### config.mk
export PLATFORM = sky130hd
export DESIGN_NAME = choice_update_unit
export DESIGN_NICKNAME = d
export VERILOG_FILES = /design/src/rtl/tournament_pkg.sv /design/src/rtl/inflight_fifo.sv /design/src/rtl/choice_update_unit.sv
export SDC_FILE = /design/constraint.sdc
export NUM_CORES = 1
export LEC_CHECK = 0
export ABC_CLOCK_PERIOD_IN_PS = 4000
export BUFFER_PORTS_ARGS = -buffer_cell sky130_fd_sc_hd__clkbuf_2
export CELL_PAD_IN_SITES_DETAIL_PLACEMENT = 1
export CELL_PAD_IN_SITES_GLOBAL_PLACEMENT = 1
export CORE_ASPECT_RATIO = 0.8
export CORE_UTILIZATION = 25
export CTS_CLUSTER_SIZE = 40
export DETAILED_ROUTE_END_ITERATION = 8
export PLACE_DENSITY = 0.47
export SYNTH_ARGS = -nofsm -noshare
export SYNTH_HDL_FRONTEND = slang
export SYNTH_SLANG_ARGS = --single-unit
### constraint.sdc
create_clock -name clock -period 4 [get_ports clock]
set_clock_uncertainty 0.2 [all_clocks]
set_input_delay 0.8 -clock clock [delete_from_list [all_inputs] [get_ports clock]]
set_output_delay 0.8 -clock clock [all_outputs]
set_load 0.1 [all_outputs]
### src/rtl/tournament_pkg.sv
// tournament_pkg: shared entry type, depth default and choice encoding for the tournament predictor.
package tournament_pkg;
  localparam int DEPTH_DEFAULT = 8;
  localparam logic CHOICE_LOCAL = 1'b0;
  localparam logic CHOICE_GLOBAL = 1'b1;
  typedef struct packed {
    logic lcl;
    logic glb;
    logic chc;
  } entry_t;
  function automatic logic selected(entry_t e);
    return (e.chc == CHOICE_GLOBAL) ? e.glb : e.lcl;
  endfunction
endpackage

### src/rtl/inflight_fifo.sv
// inflight_fifo: in-order store of predicted branches awaiting resolution; push/pop arrive pre-qualified.
module inflight_fifo
  import tournament_pkg::*;
#(
  parameter int DEPTH = DEPTH_DEFAULT
) (
  input  logic                     clock,
  input  logic                     reset,
  input  logic                     push,
  input  logic                     pop,
  input  entry_t                   din,
  output entry_t                   dout,
  output logic [$clog2(DEPTH):0]   occupancy,
  output logic                     full,
  output logic                     empty
);
  localparam int PW = $clog2(DEPTH);
  entry_t mem [DEPTH];
  logic [PW-1:0] head, tail;
  assign dout = mem[head];
  assign full = occupancy == (PW+1)'(DEPTH);
  assign empty = occupancy == '0;
  always_ff @(posedge clock)
    if (push) mem[tail] <= din;
  // DEPTH is a power of two, so pointers wrap by natural overflow
  always_ff @(posedge clock)
    if (reset) begin
      head <= '0;
      tail <= '0;
      occupancy <= '0;
    end else begin
      head <= head + PW'(pop);
      tail <= tail + PW'(push);
      occupancy <= occupancy + (PW+1)'(push) - (PW+1)'(pop);
    end
endmodule

### src/rtl/choice_update_unit.sv
// choice_update_unit: tracks in-flight tournament predictions and emits choice-training/mispredict pulses.
// Define CHOICE_UPDATE_STATS_EN to add saturating 32-bit statistics counters.
module choice_update_unit
  import tournament_pkg::*;
#(
  parameter int DEPTH = DEPTH_DEFAULT
) (
  input  logic                   clock,
  input  logic                   reset,
  input  logic                   predict_valid,
  input  logic                   local_pred,
  input  logic                   global_pred,
  input  logic                   choice,
  output logic                   predict_ready,
  output logic                   final_prediction,
  input  logic                   resolve_valid,
  input  logic                   actual_taken,
  output logic                   choice_update_valid,
  output logic                   choice_update_global,
  output logic                   mispredict,
`ifdef CHOICE_UPDATE_STATS_EN
  output logic [31:0]            stat_resolved,
  output logic [31:0]            stat_mispredict,
  output logic [31:0]            stat_choice_update,
`endif
  output logic [$clog2(DEPTH):0] occupancy,
  output logic                   overflow_err,
  output logic                   underflow_err
);
  entry_t new_entry, head_entry;
  logic full, empty, push, pop, split, wrong;
  assign new_entry = '{lcl: local_pred, glb: global_pred, chc: choice};
  assign final_prediction = (choice == CHOICE_GLOBAL) ? global_pred : local_pred;
  assign predict_ready = !full;
  assign push = predict_valid && !full;
  assign pop = resolve_valid && !empty;
  assign split = head_entry.lcl != head_entry.glb;
  assign wrong = selected(head_entry) != actual_taken;
  inflight_fifo #(.DEPTH(DEPTH)) u_fifo (
    .clock(clock),
    .reset(reset),
    .push(push),
    .pop(pop),
    .din(new_entry),
    .dout(head_entry),
    .occupancy(occupancy),
    .full(full),
    .empty(empty)
  );
  always_ff @(posedge clock)
    if (reset) begin
      choice_update_valid <= 1'b0;
      choice_update_global <= 1'b0;
      mispredict <= 1'b0;
      overflow_err <= 1'b0;
      underflow_err <= 1'b0;
    end else begin
      choice_update_valid <= pop && split;
      choice_update_global <= pop && split && (head_entry.glb == actual_taken);
      mispredict <= pop && wrong;
      overflow_err <= overflow_err || (predict_valid && full);
      underflow_err <= underflow_err || (resolve_valid && empty);
    end
`ifdef CHOICE_UPDATE_STATS_EN
  always_ff @(posedge clock)
    if (reset) begin
      stat_resolved <= '0;
      stat_mispredict <= '0;
      stat_choice_update <= '0;
    end else begin
      if (pop && ~&stat_resolved) stat_resolved <= stat_resolved + 32'd1;
      if (pop && wrong && ~&stat_mispredict) stat_mispredict <= stat_mispredict + 32'd1;
      if (pop && split && ~&stat_choice_update) stat_choice_update <= stat_choice_update + 32'd1;
    end
`endif
endmodule

=== After elaboration in Yosys (flattened, before gate mapping) ===
Memory sizes are Yosys's and may differ from the RTL's. A register that Yosys moved wholly into a read port is not among the register bits.
Index checks and enable logic that the tools add are counted.
W data, S select, Z words.

* Flip-flop bits (word level): 15
* Bits in writable memories: 24
* Input bits: 8
* Output and inout bits: 11
* Word-level logic and storage cells: 34
* Memories kept: 1

{| class="wikitable"
|+ Memories
! name !! depth !! bits a word !! read ports !! clocked after memory_dff !! wr ports !! RTL line !! RTL
|-
| u_fifo.mem || 8 || 3 || 1 || 1 || 1 || inflight_fifo.sv:18 || <nowiki>entry_t mem [DEPTH];</nowiki>
|}

* Add/subtract/negate cells: 4
* Eq/ne operators: 4
* Multiplexer cells: 5
* Reductions and logical operators: 12

{| class="wikitable"
|+ Operators with widths
! kind !! count
|-
| $logic_and A1 B1 Y1 || 7
|-
| $add A3 B1 Y3 || 2
|-
| $add A4 B1 Y4 || 1
|-
| $eq A4 B4 Y1 const B || 1
|-
| $logic_not A4 Y1 || 1
|-
| $mux W1 || 4
|-
| $sub A4 B1 Y4 || 1
|-
| $mux W3 || 1
|-
| $logic_not A1 Y1 || 2
|-
| $logic_or A1 B1 Y1 || 2
|-
| $ne A1 B1 Y1 || 2
|-
| $eq A1 B1 Y1 || 1
|}

=== Logic depth before layout (Yosys ltp) ===
* Depth after elaboration: 5
* Gate-level depth with buffers: 10
* Gate-level depth less buffers: 10

=== By module ===
A second synthesis with hierarchy kept.

* Cell total of the unflattened synthesis: 118
* Area, all modules: 1705.4 sq um

{| class="wikitable"
|+ Modules (own cells, without submodules)
! module !! times used !! cells each !! area each (sq um) !! sequential area each (sq um)
|-
| inflight_fifo || 1 || 95 || 1477.7 || 920.9
|-
| choice_update_unit || 1 || 23 || 227.7 || 100.1
|}

=== Worst setup path before layout ===
OpenSTA, ideal clock, no wires.

* Kind: register to register
* Start point: register u_fifo.occupancy[2]
* End point: register u_fifo.occupancy[1]
* Setup time: 0.128 ns
* Data arrival time: 3.021 ns
* Data required time: 3.672 ns
* Slack: 0.651 ns
* Stages on the path, launching flop included: 8
* Path buffers: 0
* Period minus slack after synthesis: 3.349 ns
* Cell sequence: dfxtp_1 -> inv_1 -> ha_1 -> nand2_1 -> and2_1 -> ha_1 -> fa_1 -> nor2b_1

* Longest elaborated chain between the ends: 5
* Elaborated cells between the ends (all ways): 8
* Those cells by class: add/sub (2); eq/ne (1); reduce/logical (5)

{| class="wikitable"
|+ Ends and longest elaborated chain
! item !! RTL line !! RTL
|-
| start, declared || inflight_fifo.sv:13 || <nowiki>output logic [$clog2(DEPTH):0] occupancy,</nowiki>
|-
| start signal, assigned || inflight_fifo.sv:34 || <nowiki>occupancy <= occupancy + (PW+1)'(push) - (PW+1)'(pop);</nowiki>
|-
| $eq A4 B4 Y1 || inflight_fifo.sv:21 || <nowiki>assign full = occupancy == (PW+1)'(DEPTH);</nowiki>
|-
| $logic_not A1 Y1 || -- ||
|-
| via predict_ready || choice_update_unit.sv:14 || <nowiki>output logic predict_ready,</nowiki>
|-
| $logic_and A1 B1 Y1 || choice_update_unit.sv:35 || <nowiki>assign push = predict_valid && !full;</nowiki>
|-
| $add A4 B1 Y4 || inflight_fifo.sv:34 ||
|-
| $sub A4 B1 Y4 || inflight_fifo.sv:34 ||
|}

The timed path passes the listed nets, and every way through them passes these cells.
A chain may end at the register's enable or synchronous reset.

=== Final worst setup path ===
* Start point: input choice
* End point: output final_prediction

* Longest elaborated chain between the ends: 1

{| class="wikitable"
|+ Ends and longest elaborated chain
! item !! RTL line !! RTL
|-
| start, declared || choice_update_unit.sv:13 || <nowiki>input logic choice,</nowiki>
|-
| $mux W1 || choice_update_unit.sv:33 || <nowiki>assign final_prediction = (choice == CHOICE_GLOBAL) ? global_pred : local_pred;</nowiki>
|-
| end, declared || choice_update_unit.sv:15 || <nowiki>output logic final_prediction,</nowiki>
|}

Every way passes these cells.

==> metrics.yaml <==
outcome:
  status: "completed"
pwr:
  p_leak_nw: 0.734
  ir_drop_mv: 0.200
  total_power_mw: 1.44
  power.density_nw_per_um2: 728
critical_path:
  reg2reg_setup_slack_ns: 1.56
  worstSetupStartpoint: "choice"
  cp.required_ns: 3.00
  r2r-end: "u_fifo.occupancy[1]"
  timing.rr.start: "u_fifo.occupancy[2]"
  crit_type: "in -> out"
  cp-end-kind: "primary output"
  cp_max_fo: 9
  arrival_ns: 1.67
  cp-start-kind: "primary input"
  r2r.worst_path.cells: 8
floorplanning:
  pin_count: 19
  dieArea_sq_um: 7060
  core-area_sq_um: 6440
  die_w_microns: 93.7
  placementRows: 26
  start_util_pct: 26.1
  fp.dieH_microns: 75.4
drt:
  antenna_left: 0
  vias_per_cell: 4.29
  wl_microns: 3050
  drtIter0Drc: 54
  drc: 0
  drt_pass1_iterations: 4
  routedWlPerCell_microns: 13.6
  vias: 960
clock_tree:
  clkSinkCount: 39
  cts-htree-levels: 2
  numCtsBuffers: 5
  cts_hold_buf: 0
  clockBufferDepth: 2
  postCtsSetupBuffers: 0
  worstSkewPairLatency_ns: 0.30
  cts_resized: 0
  cts_root_buf: "clkbuf_8"
  cts_tree: "done"
  path_clk_slew_ns: 0.08
yosys:
  syn_inst: 116
  syn_area_sq_um: 1680
  ys_seq_area_share_pct: 60.7
  syn_avg_cell_area_sq_um: 14.5
  ys_seq_elements: 39
  syn_nets: 134
  synthFlopType: "edfxtp_1"
  synthDistinctLibCells: 28
  synth_top_area_cell: "edfxtp_1"
  synth_edf_count: 24
  yosysWarningCount: 0
  synthArstFlopShare_pct: 0
  synth_top_area_share_pct: 42.9
  synthTopCellsByArea: "edfxtp_1 43%, dfxtp_1 18%, ha_1 6.7%"
global_route:
  grt_max_degree: 16
  grt.overflow.total: 0
  antenna_found_initial: 0
  grt_pass1_wl_microns: 5150
  first_global_vias: 1011
  grt_usage_pct: 10.2
timing:
  finalSetupViolations: 0
  tightest_slew_ns: 0.537
  fin_ws_ns: 1.33
  finalCritPeriodShare_pct: 66.8
  fin_tns_setup_ns: 0
  fin_crit_ns: 2.67
  hold_viol: 0
  rsz0062_at_grt: "false"
  slew_violations: 0
  max_freq_ghz: 0.374
  slew_headroom_pct: 63.9
finish:
  n_antenna_cell: 0
  final_common_cell: "edfxtp_1"
  fin_nets: 157
  synthToLayoutAreaGrowth_pct: 17.4
  final_cell_mix: "24 x edfxtp_1, 18 x clkbuf_2, 15 x nor2_1, 15 x dfxtp_1, 9 x ha_1"
  drive_gt1_share_pct: 23.6
hold_path:
  worstHoldPathCells: 2
  hold_end: "overflow_err"
  hp-class: "reg -> reg"
  hold_path_startpoint: "overflow_err"
run:
  maxCapViolCount: 0
place:
  dpl.hpwl_microns: 2330
  gp_congestion: 0.668
  place_ws_ns: 1.22
  port_buffers: 18
how the worst max path moves through the flow:
stage          slack, ns  cells after the start             endpoint
5_1_grt             1.29                      3     final_prediction
4_1_cts             1.32                      3     final_prediction
3_3_place_gp        1.29                      7  u_fifo.occupancy[1]
3_5_place_dp        1.22                      7  u_fifo.occupancy[1]
2_1_floorplan       0.65                      7  u_fifo.occupancy[1]
6_report            1.33                      3     final_prediction
state kept, by name (all words and copies together), names as in the netlist:
signal	cells
mispredict	1
u_fifo.tail	3
overflow_err	1
u_fifo.head	3
choice_update_valid	1
underflow_err	1
u_fifo.occupancy	4
u_fifo.mem	24
choice_update_global	1
power breakdown:
group / internal (mW) / switching [mW] / leakage (nW) / total (mW)
Sequential: 0.482 / 0.0468 / 0.341 / 0.529
Clock: 0.186 / 0.144 / 0.0581 / 0.329
Combinational: 0.192 / 0.388 / 0.335 / 0.580
area by class of cell:
class	instances	area [sq um]
inverters	6	22.5
clock buffers	5	68.8
fillers	709	4470
repair buffers	18	90.1
flip-flops and latches	39	1020
clock inverters	3	43.8
well taps	84	105
multi-input cells	69	623
layer usage:
layer  up-vias  wire length, microns  track usage, %
li1        466                     -               -
met1       465                  1450            12.9
met2        22                  1370            16.0
met3         7                   159            3.09
met4         0                    71            5.64
met5         -                     0               0
cell usage after synthesis, types with 2 or more instances:
master    instances
edfxtp_1         24
mux2i_1           3
inv_1             6
mux4_2            2
nand3b_1          3
dfxtp_1          15
xnor2_1           6
nand2_1           2
a31oi_1           2
nor2_1           15
nand2b_1          3
nor2b_1           5
a21oi_1           2
ha_1              9
nor3_1            2
mux4_1            4
mux2_2            2
cell families (layout without fill, tap and decap cells):
logic type / after synthesis / count (layout) / share of synthesized area [%]
AND/OR/NAND/NOR: 35 / 35 / 10.9
adder cells (fa/ha/maj): 10 / 10 / 7.89
flip-flops: 39 / 39 / 60.7
buffers and inverters: 8 / 32 / 2.23
XOR/XNOR: 6 / 6 / 3.12
AO/OA/AOI/OAI: 6 / 6 / 2.23
multiplexers: 12 / 12 / 12.9
critical path, stage by stage:
cell and delay (ns):
clkbuf_2 0.16, mux2_2 0.35, clkbuf_2 0.37
per-stage QoR:
stage	instance area (sq um)	cells	util [%]	hold WS [ns]
floorplan	1680	116	-	0.341
global placement	1860	216	28.9	0.255
detailed placement	1860	216	28.9	0.265
CTS	1970	224	30.7	0.286
global route	1970	224	30.7	0.319
finish	1970	224	30.7	0.279
No activity file was read; power rests on OpenSTA's default activity.
